[src/rtl/traffic_light_controller.sv]
// -----------------------------------------------------------------------------
// traffic_light_controller
//
// Purpose:
//   Three-phase traffic light sequencer (GREEN -> YELLOW -> RED -> GREEN)
//   with fixed phase durations and an optional pedestrian request that can
//   shorten green once a minimum green time has elapsed.
//
// Configuration macro:
//   PED_REQUEST_EN  - when defined, compiles in the pedestrian request latch
//                     and green shortening. When undefined, ped_req is
//                     ignored and ped_pending is held at 0.
//
// Parameters:
//   GREEN_CYCLES   green duration in clk cycles (1..65535)
//   YELLOW_CYCLES  yellow duration in clk cycles (1..65535)
//   RED_CYCLES     red duration in clk cycles (1..65535)
//   MIN_GREEN      green cycles required before a request may end green
//                  (1..GREEN_CYCLES)
//
// Ports:
//   clk           in   clock, rising-edge active
//   reset_n       in   asynchronous active-low reset (forces RED)
//   ped_req       in   pedestrian request, level or pulse
//   light         out  registered light code: 00 green, 01 yellow, 10 red
//   light_change  out  registered pulse in the first cycle of a new light
//   walk          out  registered, high while light is red
//   ped_pending   out  registered, high while a request waits to be served
// -----------------------------------------------------------------------------
module traffic_light_controller #(
  parameter int unsigned GREEN_CYCLES  = 8,
  parameter int unsigned YELLOW_CYCLES = 3,
  parameter int unsigned RED_CYCLES    = 6,
  parameter int unsigned MIN_GREEN     = 2
) (
  input  logic       clk,
  input  logic       reset_n,
  input  logic       ped_req,
  output logic [1:0] light,
  output logic       light_change,
  output logic       walk,
  output logic       ped_pending
);

  typedef enum logic [1:0] {
    GREEN  = 2'b00,
    YELLOW = 2'b01,
    RED    = 2'b10
  } state_t;

  localparam logic [15:0] GREEN_LOAD  = 16'(GREEN_CYCLES - 1);
  localparam logic [15:0] YELLOW_LOAD = 16'(YELLOW_CYCLES - 1);
  localparam logic [15:0] RED_LOAD    = 16'(RED_CYCLES - 1);
  // In green cycle k the counter reads GREEN_CYCLES-k, so "at least
  // MIN_GREEN cycles elapsed" is the same as the counter being at or
  // below GREEN_CYCLES-MIN_GREEN.
  localparam logic [15:0] SHORT_LIMIT = 16'(GREEN_CYCLES - MIN_GREEN);

  state_t      state_q, state_d;
  logic [15:0] cnt_q, cnt_d;
  logic [1:0]  light_q, light_d;
  logic        light_change_q, light_change_d;
  logic        walk_q, walk_d;
  logic        ped_pending_q, ped_pending_d;
  logic        ped_short;

`ifdef PED_REQUEST_EN
  // A request sampled on this edge counts as well as one already latched,
  // so a request arriving after the minimum green ends green immediately.
  assign ped_short = (state_q == GREEN) && (ped_pending_q || ped_req) &&
                     (cnt_q <= SHORT_LIMIT);
`else
  logic unused_ped_req;
  assign unused_ped_req = ped_req;
  assign ped_short      = 1'b0;
`endif

  // Phase sequencing: the counter holds (duration-1) on entry and the phase
  // is left on the edge after it reaches 0, or early on pedestrian shortening.
  always_comb begin
    state_d = state_q;
    cnt_d   = cnt_q - 16'd1;
    case (state_q)
      GREEN: begin
        if (cnt_q == 16'd0 || ped_short) begin
          state_d = YELLOW;
          cnt_d   = YELLOW_LOAD;
        end
      end
      YELLOW: begin
        if (cnt_q == 16'd0) begin
          state_d = RED;
          cnt_d   = RED_LOAD;
        end
      end
      RED: begin
        if (cnt_q == 16'd0) begin
          state_d = GREEN;
          cnt_d   = GREEN_LOAD;
        end
      end
      default: begin
        state_d = RED;
        cnt_d   = RED_LOAD;
      end
    endcase
  end

  // Request latch: entering RED serves the request and wins over a new one.
  always_comb begin
    ped_pending_d = 1'b0;
`ifdef PED_REQUEST_EN
    ped_pending_d = ped_pending_q;
    if (state_q != RED && state_d == RED) begin
      ped_pending_d = 1'b0;
    end else if (state_q != RED && ped_req) begin
      ped_pending_d = 1'b1;
    end
`endif
  end

  // Outputs are derived from the next state so they register in step with it.
  always_comb begin
    light_d        = state_d;
    walk_d         = (state_d == RED);
    light_change_d = (state_d != state_q);
  end

  always_ff @(posedge clk or negedge reset_n) begin
    if (!reset_n) begin
      state_q        <= RED;
      cnt_q          <= RED_LOAD;
      light_q        <= 2'b10;
      light_change_q <= 1'b0;
      walk_q         <= 1'b1;
      ped_pending_q  <= 1'b0;
    end else begin
      state_q        <= state_d;
      cnt_q          <= cnt_d;
      light_q        <= light_d;
      light_change_q <= light_change_d;
      walk_q         <= walk_d;
      ped_pending_q  <= ped_pending_d;
    end
  end

  assign light        = light_q;
  assign light_change = light_change_q;
  assign walk         = walk_q;
  assign ped_pending  = ped_pending_q;

endmodule

[config.mk]
export PLATFORM = sky130hd
export DESIGN_NAME = traffic_light_controller
export DESIGN_NICKNAME = d
export VERILOG_FILES = /design/src/rtl/traffic_light_controller.sv
export SDC_FILE = /design/constraint.sdc
export NUM_CORES = 1
export LEC_CHECK = 0
export BUFFER_PORTS_ARGS = -buffer_cell sky130_fd_sc_hd__buf_4
export CAP_MARGIN = 20
export CORE_ASPECT_RATIO = 0.9
export CORE_MARGIN = 2
export CORE_UTILIZATION = 30
export CTS_CLUSTER_SIZE = 8
export DETAILED_ROUTE_END_ITERATION = 10
export GPL_TIMING_DRIVEN = 1
export SYNTH_ARGS = -nofsm -noshare
export SYNTH_HDL_FRONTEND = slang
export SYNTH_SLANG_ARGS = --single-unit
[constraint.sdc]
create_clock -name clk -period 2.6 [get_ports clk]
set_input_delay 0 -clock clk [delete_from_list [all_inputs] [get_ports clk]]
set_output_delay 0 -clock clk [all_outputs]
set_load 0.05 [all_outputs]
# After elaboration in Yosys (flattened, before gate mapping)
# Index checks and enable logic that the tools add are counted.
# totals
word_cells	19
ff_bits	20
in_bits	3
out_inout_bits	5
# classes
mux	8
add_sub_neg	1
reduce_logical	2
eq_ne	4
# op_table
op	n
$mux W16	3
$pmux W16 S3	1
$logic_not A16 Y1	1
$sub A16 B1 Y16 const B	1
$mux W2	3
$pmux W2 S3	1
$eq A2 B2 Y1 const B	2
$eq A2 B1 Y1 const B	1
$logic_not A2 Y1	1
$ne A2 B2 Y1	1

# Depth between registers and ports, before layout
# Gate-level depths: netlist of the first run.
# logic_depth
depth_word	4
depth_mapped	7
ltp_nobuf	6

# Worst setup path before layout of the first run
# No wires, ideal clock.
# synth_timing
path_type	reg-to-reg
startpoint	reg cnt_q[0]
endpoint	reg cnt_q[6]
period_less_slack_ns	1.703
required_time_ns	2.482
path_stages_with_launch	8
arrival_time_ns	1.584
setup_slack_ns	0.897
path_buffers	1
setup_time_ns	0.118
cell_sequence	dfstp_2 -> inv_1 -> ha_1 -> nor4b_1 -> nand4_2 -> nand2_1 -> buf_4 -> nor2_1
# synth_via
elab_chain_cells	3
elab_cells_between_ends	6
cone_classes	add/sub: 1; mux: 4; reduce/logical: 1
# synth_rtl
item	line	rtl
from (decl)	60	logic [15:0] cnt_q, cnt_d;
from (signal assigned)	139	cnt_q <= cnt_d;
$sub A16 B1 Y16 / $logic_not A16 Y1 (equally long branches)	n/a	
$mux W16 (on tied branches)	97, 85, 91	
$pmux W16 S3 (*)	83	case (state_q)
named net cnt_d[6]	60	
# Mark *: on every way through the listed nets, which the timed path passes. The rest lies on a longest branch.

# Worst setup path after layout of the first run
# layout_timing
startpoint	reg cnt_q[0]
endpoint	reg cnt_q[2]
# Same word-level chain as after synthesis.

==> qor.log, run 1 <==
[floorplanning] effective utilization at floorplan 31.8%
[sta] final clock skew 0.0142 ns
[synth] post-synth net total 98
[place] HPWL Detailed 1150 um
[synth] Synth Register Bits 20
[power] leakage power 0.533 nW
[setup_path] stage delay of the slowest cell on the critical path 0.42 ns
[flow_run] max cap viols 0
[power] power density of the placed cells 510 nW/um^2
[synth] cell area after technology mapping 983 sq um
[setup_path] worst setup slack for register-to-register paths 0.69 ns
[sta] number of endpoints failing setup at the final stage 0
[place] worst slack, placed 0.737 ns
[synth] Avg Synthesized Cell Area 10.5 sq um
[setup_path] Max Fanout on Critical Path 15
[layout] P&R area growth vs syn 15.0%
[synth] sequential area share after synthesis 51.4%
[sta] relative slew slack 67.0%
[setup_path] Crit Path Class reg -> reg
[detailed_routing] final wirelength 1700 um
[synth] dominant synthesized flop cell sky130_fd_sc_hd__dfrtp_1
[sta] setup repair after global routing missed its margin false
[synth] Synth area leader sky130_fd_sc_hd__dfrtp_1
[layout] number of inserted diodes 0
[cts] buffers inserted during post-CTS setup optimization 0
[synth] top cells by count, synth sky130_fd_sc_hd__dfrtp_1 (16), sky130_fd_sc_hd__nor2_1 (15), sky130_fd_sc_hd__xor2_1 (10), sky130_fd_sc_hd__nand2_1 (9), sky130_fd_sc_hd__dfstp_2 (4)
[cts] number of buffers added by the clock tree synthesis step 3
[sta] number of endpoints with negative hold slack in the final report 0
[setup_path] kind of start point of the critical path flip-flop
[sta] final sum of negative setup slack 0 ns
[floorplanning] horizontal extent of the die 64.4 um
[cts] quantity of gates resized following cts 0
[cts] worst-skew pair later-pin latency 0.31 ns
[setup_path] data required time at the worst endpoint 2.85 ns
[sta] worst hold slack after final layout 0.0862 ns
[detailed_routing] drc violations 0
[detailed_routing] drt first pass iters 4
[synth] share of synthesized flip-flops with an asynchronous set or reset 100%
[detailed_routing] post-detailed-route wirelength per cell 11.7 um
[cts] CTS tree yes
[synth] number of instances in the synthesized netlist 94
[layout] Reg area 505 sq um
[min_path] Hold Crit Class in -> async
[cts] number of buffers inserted by hold repair at cts 1
[status] run status completed
[setup_path] CP cell instances inv_1, ha_1, nor4b_1, nand4_2, nand2_1, o21ba_2
[synth] warning count from the yosys run 0
[sta] final count of pins violating max slew 0
[setup_path] library cell contributing the largest single delay on the critical path sky130_fd_sc_hd__nand2_1
[floorplanning] I/O pins 8
[global_routing] total overflow reported by the global router 0
[sta] Highest Clock Rate 523 MHz
[layout] multi-input gate area in the final layout 447 sq um
[layout] # nets final 108
[layout] final cell area excluding filler cells 1130 sq um
[layout] Fill cells 321
[place] Buffers on Ports 5
[synth] area fraction of the dominant cell type after synthesis 40.7%
[setup_path] endpoint class of the critical path flip-flop
[layout] share of layout cells above drive strength 1 20.4%
[cts] number of sinks on the clock net 20
[sta] slew at the pin closest to its max-slew limit 0.492 ns
[cts] master cell of the clock root buffer sky130_fd_sc_hd__clkbuf_4
[synth] EDFF count, synth 0
[sta] Period minus WS final 1.91 ns
[place] Post-DP Area 1070 sq um
[global_routing] via count of the first global-routing pass 669
[detailed_routing] mean number of vias per cell 4.77
[cts] maximum buffer depth of the clock tree 2
[global_routing] largest net degree at the start of global routing 21
[synth] top-count cell post-synth sky130_fd_sc_hd__dfrtp_1
[floorplanning] number of core rows 19
[sta] Final Worst Setup Slack 0.689 ns
[global_routing] global-route wire length before repair 3120 um
[cts] clock-pin slew reported for the worst setup and hold paths after clock tree synthesis 0.12 ns
[floorplanning] standard cell core area 3090 sq um
[place] dpl cells 140
[floorplanning] die area 3750 sq um
[detailed_routing] number of nets still failing antenna checks after routing 0
[detailed_routing] overall via count from detail_route 691
[synth] top area cells in the synthesized netlist sky130_fd_sc_hd__dfrtp_1 (41%), sky130_fd_sc_hd__dfstp_2 (11%), sky130_fd_sc_hd__xor2_1 (8.9%)
[floorplanning] die height 58.3 um
[setup_path] signal arrival time at the worst endpoint 2.16 ns
[global_routing] number of antenna violations at the first check in global routing 0
[power] worst vdd ir 0.000372 V
[synth] synth unique cells 30
[global_routing] Overall Global Routing Usage 10.9%
[place] final weighted congestion of routability-driven global placement 0.735
[detailed_routing] initial DRC count 12
[layout] Cell Count, Final, Fillers Out 145
[sta] share of the cycle needed by the critical path after routing 73.5%
[cts] H-tree lvl count 1
==> cell families after synthesis <==
logic type / share of synthesized area, %
adder cells (fa/ha/maj): 1.27
flip-flops: 51.4
XOR/XNOR: 10.7
buffers and inverters: 3.18
AO/OA/AOI/OAI: 6.87
AND/OR/NAND/NOR: 26.2
other: 0.381
==> per-stage QoR <==
stage | utilization, % | total power [mW]
floorplan | - | 0.321
global placement | 34.6 | 0.327
detailed placement | 34.6 | 0.328
CTS | 36.6 | 0.587
global route | 36.6 | 0.608
finish | 36.6 | 0.577
==> where the power goes <==
part           switching, mW  leakage [nW]  internal, mW  total [mW]
clock network         0.0985        0.0279         0.156       0.254
registers                  0         0.261         0.311       0.311
logic                0.00921         0.244       0.00200      0.0112
==> state kept, by name, summed over array words and instances, names as in the netlist <==
name	cells
cnt_q	16
light	2
light_change	1
walk	1
==> layout by cell type, fill, tap and decap left out, types with 2 or more instances in the layout <==
cell type                   n
sky130_fd_sc_hd__a21oi_1    3
sky130_fd_sc_hd__buf_4      7
sky130_fd_sc_hd__clkbuf_4   3
sky130_fd_sc_hd__dfrtp_1   16
sky130_fd_sc_hd__dfstp_2    4
sky130_fd_sc_hd__inv_1      3
sky130_fd_sc_hd__nand2_1    9
sky130_fd_sc_hd__nand3_1    3
sky130_fd_sc_hd__nand4_1    2
sky130_fd_sc_hd__nand4b_1   2
sky130_fd_sc_hd__nor2_1    15
sky130_fd_sc_hd__nor3_1     3
sky130_fd_sc_hd__o21ai_0    2
sky130_fd_sc_hd__o31ai_1    2
sky130_fd_sc_hd__or4_1      2
sky130_fd_sc_hd__xnor2_1    2
sky130_fd_sc_hd__xor2_1    10
==> per-layer routing <==
| layer | wire, um | track usage [%] |
|---|---|---|
| met5 | 0 | 0 |
| met3 | 63 | 4.21 |
| met4 | 12 | 3.65 |
| met2 | 819 | 17.3 |
| met1 | 807 | 13.8 |
==> worst max-delay path, delay by kind of cell (launching register included) <==
family,cells,cell delay (ns)
AND/OR/NAND/NOR,3,0.90
flip-flops,1,0.41
adder cells (fa/ha/maj),1,0.23
AO/OA/AOI/OAI,1,0.22
buffers and inverters,1,0.09
==> area by class of cell <==
type                       count  area share [%]
sequential                    20            44.7
multi-input combinational     68            39.5
timing repair buffer           8            5.53
tap                           42            4.65
clock inverter                 1            2.65
clock buffer                   3            1.99
inverter                       3           0.996
==> worst paths after layout <==
path	from	to	cells after the start
hold / removal	reset_n	light[0]	2
setup reg to reg	cnt_q[0]	cnt_q[2]	6
setup / recovery	cnt_q[0]	cnt_q[2]	6
min in group clk	light[1]	light[0]	1
hold reg to reg	light[1]	light[0]	1
max in group asynchronous	reset_n	cnt_q[2]	2
(Power assumes the default switching activity.)
==> run 2, diff against run 1 <==
- ABC_AREA: unset -> 1
- clock period: 2.6 -> 2 ns (I/O delays scaled with it)
==> run 2 against run 1 <==
Non-clock buffer count decreased by 2. First-iteration DRC count is 50% higher. Highest routed layer unchanged. Die area rose by 10%. Sequential cell count unchanged. Design area increased by 8.3%. Critical path depth increased by 2. Largest cell class unchanged. Power is 25% higher. Wire length increased by 16%. Largest power group unchanged. Cell count rose by 37%. Combinational power rose by 29%.
==> qor.log, run 2 <==
[status] run status completed [unchanged]
[sta] number of endpoints with negative hold slack in the final report 0 [unchanged]
[global_routing] grt met1 use 13.8% [about the same]
[cts] clock-pin slew reported for the worst setup and hold paths after clock tree synthesis 0.07 ns [was 0.12 ns]
[global_routing] number of antenna violations at the first check in global routing 0 [unchanged]
[layout] Top reg by flops cnt_q [unchanged]
[global_routing] Overall Global Routing Usage 11.0% [was 10.9%]
[setup_path] Register-to-Register Path Depth 8 [was 6]
[detailed_routing] overall via count from detail_route 859 [was 691]
[cts] number of buffers added by the clock tree synthesis step 3 [unchanged]
[detailed_routing] mean number of vias per cell 4.34 [was 4.77]
[cts] CTS tree yes [unchanged]
[place] Buffers on Ports 5 [unchanged]
[global_routing] largest net degree at the start of global routing 21 [unchanged]
[global_routing] met3 GRT Util 3.84% [was 4.21%]
[setup_path] CP cell instances inv_1, ha_1, nand2_2, nor2_4, nand3_4, nand2_4, nor2_1, nor2_1 [was inv_1, ha_1, nor4b_1, nand4_2, nand2_1, o21ba_2]
[setup_path] critical register-to-register path endpoint cnt_q[2] [unchanged]
[sta] final sum of negative setup slack 0 ns [unchanged]
[layout] flip-flop count of the largest register, all copies and words added 16 [unchanged]
[setup_path] signal arrival time at the worst endpoint 1.72 ns [was 2.16 ns]
[flow_run] max cap viols 0 [unchanged]
[sta] Period minus WS final 1.54 ns [was 1.91 ns]
[synth] Synth area leader sky130_fd_sc_hd__dfrtp_1 [unchanged]
[synth] cell area after technology mapping 1090 sq um [was 983 sq um]
[synth] xor-xnor portion of the synthesized cell area 4.82% [was 10.7%]
[synth] EDFF count, synth 0 [unchanged]
[min_path] Hold Crit Class in -> async [unchanged]
[synth] Post-Synth Adder-Cell Area 1.15% [was 1.27%]
[cts] master cell of the clock root buffer sky130_fd_sc_hd__clkbuf_8 [was sky130_fd_sc_hd__clkbuf_4]
[setup_path] endpoint class of the critical path flip-flop [unchanged]
[floorplanning] die area 4130 sq um [was 3750 sq um]
[global_routing] global-route wire length before repair 3330 um [was 3120 um]
[cts] maximum buffer depth of the clock tree 2 [unchanged]
[sta] Highest Clock Rate 651 MHz [was 523 MHz]
[setup_path] data required time at the worst endpoint 2.19 ns [was 2.85 ns]
[detailed_routing] post-detailed-route wirelength per cell 10.0 um [was 11.7 um]
[synth] Synth Register Bits 20 [unchanged]
[synth] post-synthesis mux area share 0% [unchanged]
[floorplanning] horizontal extent of the die 67.5 um [was 64.4 um]
[detailed_routing] final wirelength 1980 um [was 1700 um]
[setup_path] library cell contributing the largest single delay on the critical path sky130_fd_sc_hd__dfstp_2 [was sky130_fd_sc_hd__nand2_1]
[global_routing] GRT busiest layer met2 [unchanged]
[synth] main combinational cell family by area after synthesis simple AND/OR/NAND/NOR gates [unchanged]
[place] final weighted congestion of routability-driven global placement 0.856 [was 0.735]
[synth] Synth Area in Compound Gates 2.76% [was 6.87%]
[floorplanning] effective utilization at floorplan 31.8% [about the same]
[place] HPWL Detailed 1500 um [was 1150 um]
[synth] warning count from the yosys run 0 [unchanged]
[setup_path] launch point of the worst reg-to-reg path cnt_q[0] [unchanged]
[sta] share of the cycle needed by the critical path after routing 76.8% [was 73.5%]
[cts] H-tree lvl count 1 [unchanged]
[floorplanning] I/O pins 8 [unchanged]
[synth] synth unique cells 21 [was 30]
[setup_path] cell repeated most along the worst path sky130_fd_sc_hd__nor2_1
[synth] simple logic cell fraction of the synthesized area 36.3% [was 26.2%]
[setup_path] stage delay of the slowest cell on the critical path 0.37 ns [was 0.42 ns]
[layout] # nets final 159 [was 108]
[power] worst vdd ir 0.000341 V [was 0.000372 V]
[power] total power of the final layout 0.720 mW [was 0.577 mW]
[synth] share of synthesized flip-flops with an asynchronous set or reset 100% [unchanged]
[layout] number of inserted diodes 0 [unchanged]
[setup_path] worst setup slack for register-to-register paths 0.46 ns [was 0.69 ns]
[setup_path] Crit Path Class reg -> reg [unchanged]
[detailed_routing] drc violations 0 [unchanged]
[synth] sequential area share after synthesis 46.4% [was 51.4%]
[synth] Avg Synthesized Cell Area 7.46 sq um [was 10.5 sq um]
[floorplanning] number of core rows 20 [was 19]
[detailed_routing] number of nets still failing antenna checks after routing 0 [unchanged]
[layout] top library cells by usage in the layout, fill and taps aside sky130_fd_sc_hd__nor2_1 (38), sky130_fd_sc_hd__nand2_1 (38), sky130_fd_sc_hd__inv_1 (18) [was sky130_fd_sc_hd__dfrtp_1 (16), sky130_fd_sc_hd__nor2_1 (15), sky130_fd_sc_hd__xor2_1 (10)]
[global_routing] via count of the first global-routing pass 756 [was 669]
[setup_path] Max Fanout on Critical Path 13 [was 15]
[cts] worst-skew pair later-pin latency 0.26 ns [was 0.31 ns]
[layout] P&R area growth vs syn 12.4% [was 15.0%]
[sta] final clock skew 0.00338 ns [was 0.0142 ns]
[global_routing] met2 GRT Util 18.5% [was 17.3%]
[global_routing] total overflow reported by the global router 0 [unchanged]
[layout] share of layout cells above drive strength 1 11.7% [was 20.4%]
[sta] final count of pins violating max slew 0 [unchanged]
[cts] number of sinks on the clock net 20 [unchanged]
[power] leakage power 0.663 nW [was 0.533 nW]
[synth] area fraction of the dominant cell type after synthesis 36.7% [was 40.7%]
[floorplanning] die height 61.2 um [was 58.3 um]
[sta] setup repair after global routing missed its margin false [unchanged]
[setup_path] kind of start point of the critical path flip-flop [unchanged]
[detailed_routing] initial DRC count 18 [was 12]
[synth] dominant synthesized flop cell sky130_fd_sc_hd__dfrtp_1 [unchanged]
[detailed_routing] drt first pass iters 4 [unchanged]
[synth] top area cells in the synthesized netlist sky130_fd_sc_hd__dfrtp_1 (37%), sky130_fd_sc_hd__nand2_1 (13%), sky130_fd_sc_hd__nor2_1 (13%) [was sky130_fd_sc_hd__dfrtp_1 (41%), sky130_fd_sc_hd__dfstp_2 (11%), sky130_fd_sc_hd__xor2_1 (8.9%)]
[cts] buffers inserted during post-CTS setup optimization 0 [unchanged]
[synth] post-synth net total 150 [was 98]
[synth] number of instances in the synthesized netlist 146 [was 94]
[sta] number of endpoints failing setup at the final stage 0 [unchanged]
[power] power density of the placed cells 588 nW/um^2 [was 510 nW/um^2]
[synth] top cells by count, synth sky130_fd_sc_hd__nand2_1 (38), sky130_fd_sc_hd__nor2_1 (38), sky130_fd_sc_hd__inv_1 (18), sky130_fd_sc_hd__dfrtp_1 (16), sky130_fd_sc_hd__nand3_1 (8) [was sky130_fd_sc_hd__dfrtp_1 (16), sky130_fd_sc_hd__nor2_1 (15), sky130_fd_sc_hd__xor2_1 (10), sky130_fd_sc_hd__nand2_1 (9), sky130_fd_sc_hd__dfstp_2 (4)]
[floorplanning] standard cell core area 3430 sq um [was 3090 sq um]
-- run 2: cell count changes in the layout (fill, tap and decap cells not counted), moves of 3 or more --
cell / delta
sky130_fd_sc_hd__clkbuf_4: -3
sky130_fd_sc_hd__clkbuf_8: +4
sky130_fd_sc_hd__nand2_1: +29
sky130_fd_sc_hd__xor2_1: -6
sky130_fd_sc_hd__nor2_1: +23
sky130_fd_sc_hd__nand3_1: +5
sky130_fd_sc_hd__inv_1: +15
-- run 2: logic make-up after synthesis --
logic type / count (synthesis)
AOI/OAI and AO/OA: 6
xor gates and xnor gates: 6
adders and majority gates: 1
buffers and inverters: 20
DFF: 20
other: 1
and+or+nand+nor: 92
-- run 2: power by group --
group          internal, mW  switching (mW)
Sequential            0.405               0
Clock                 0.175           0.126
Combinational       0.00260          0.0117
Total                 0.582           0.138
-- run 2: how the worst max path moves through the flow --
stage / startpoint / end / slack [ns] / cells past startpoint
after detailed placement: cnt_q[0] / cnt_q[2] / 0.47 / 8
after floorplan: cnt_q[0] / cnt_q[5] / 0.61 / 8
after CTS: cnt_q[0] / cnt_q[2] / 0.44 / 8
after global placement: cnt_q[0] / cnt_q[1] / 0.53 / 9
final: cnt_q[0] / cnt_q[2] / 0.46 / 8
after global routing: cnt_q[0] / cnt_q[2] / 0.33 / 8
-- run 2: final cells by class --
class	instances	area, sq um
Inverter	18	67.6
Fill cell	355	2200
Clock buffer	4	55.1
Sequential cell	20	505
Timing Repair Buffer	6	47.5
Multi-Input combinational cell	106	494
Tap cell	44	55.1
-- run 2: per-layer routing --
layer	part of all wire, %	wire [um]
met1	50	986
met2	46	920
met3	3.0	59
met4	0.71	14
met5	0	0
-- run 2: what timing repair did --
action                    4_1_cts  5_1_grt
hold buffers                    1        0
resized for setup               0        0
hold endpoints to repair       20        0
-- run 2: through the flow --
step | setup slack [ns] | area [sq um] | util [%] | cells | hold WS (ns)
floorplan | 0.613 | 1090 | - | 146 | -0.296
global placement | 0.527 | 1160 | 33.8 | 193 | -0.108
detailed placement | 0.469 | 1160 | 33.8 | 193 | -0.107
CTS | 0.443 | 1220 | 35.7 | 198 | 0.151
global route | 0.327 | 1220 | 35.7 | 198 | 0.177
finish | 0.464 | 1220 | 35.7 | 198 | 0.150
-- run 2: critical path, delay by kind of cell, from the launching register on --
family,cells,cell delay (ns)
AND/OR/NAND/NOR,6,0.78
flip-flops,1,0.37
adder cells (fa/ha/maj),1,0.23
buffers and inverters,1,0.09
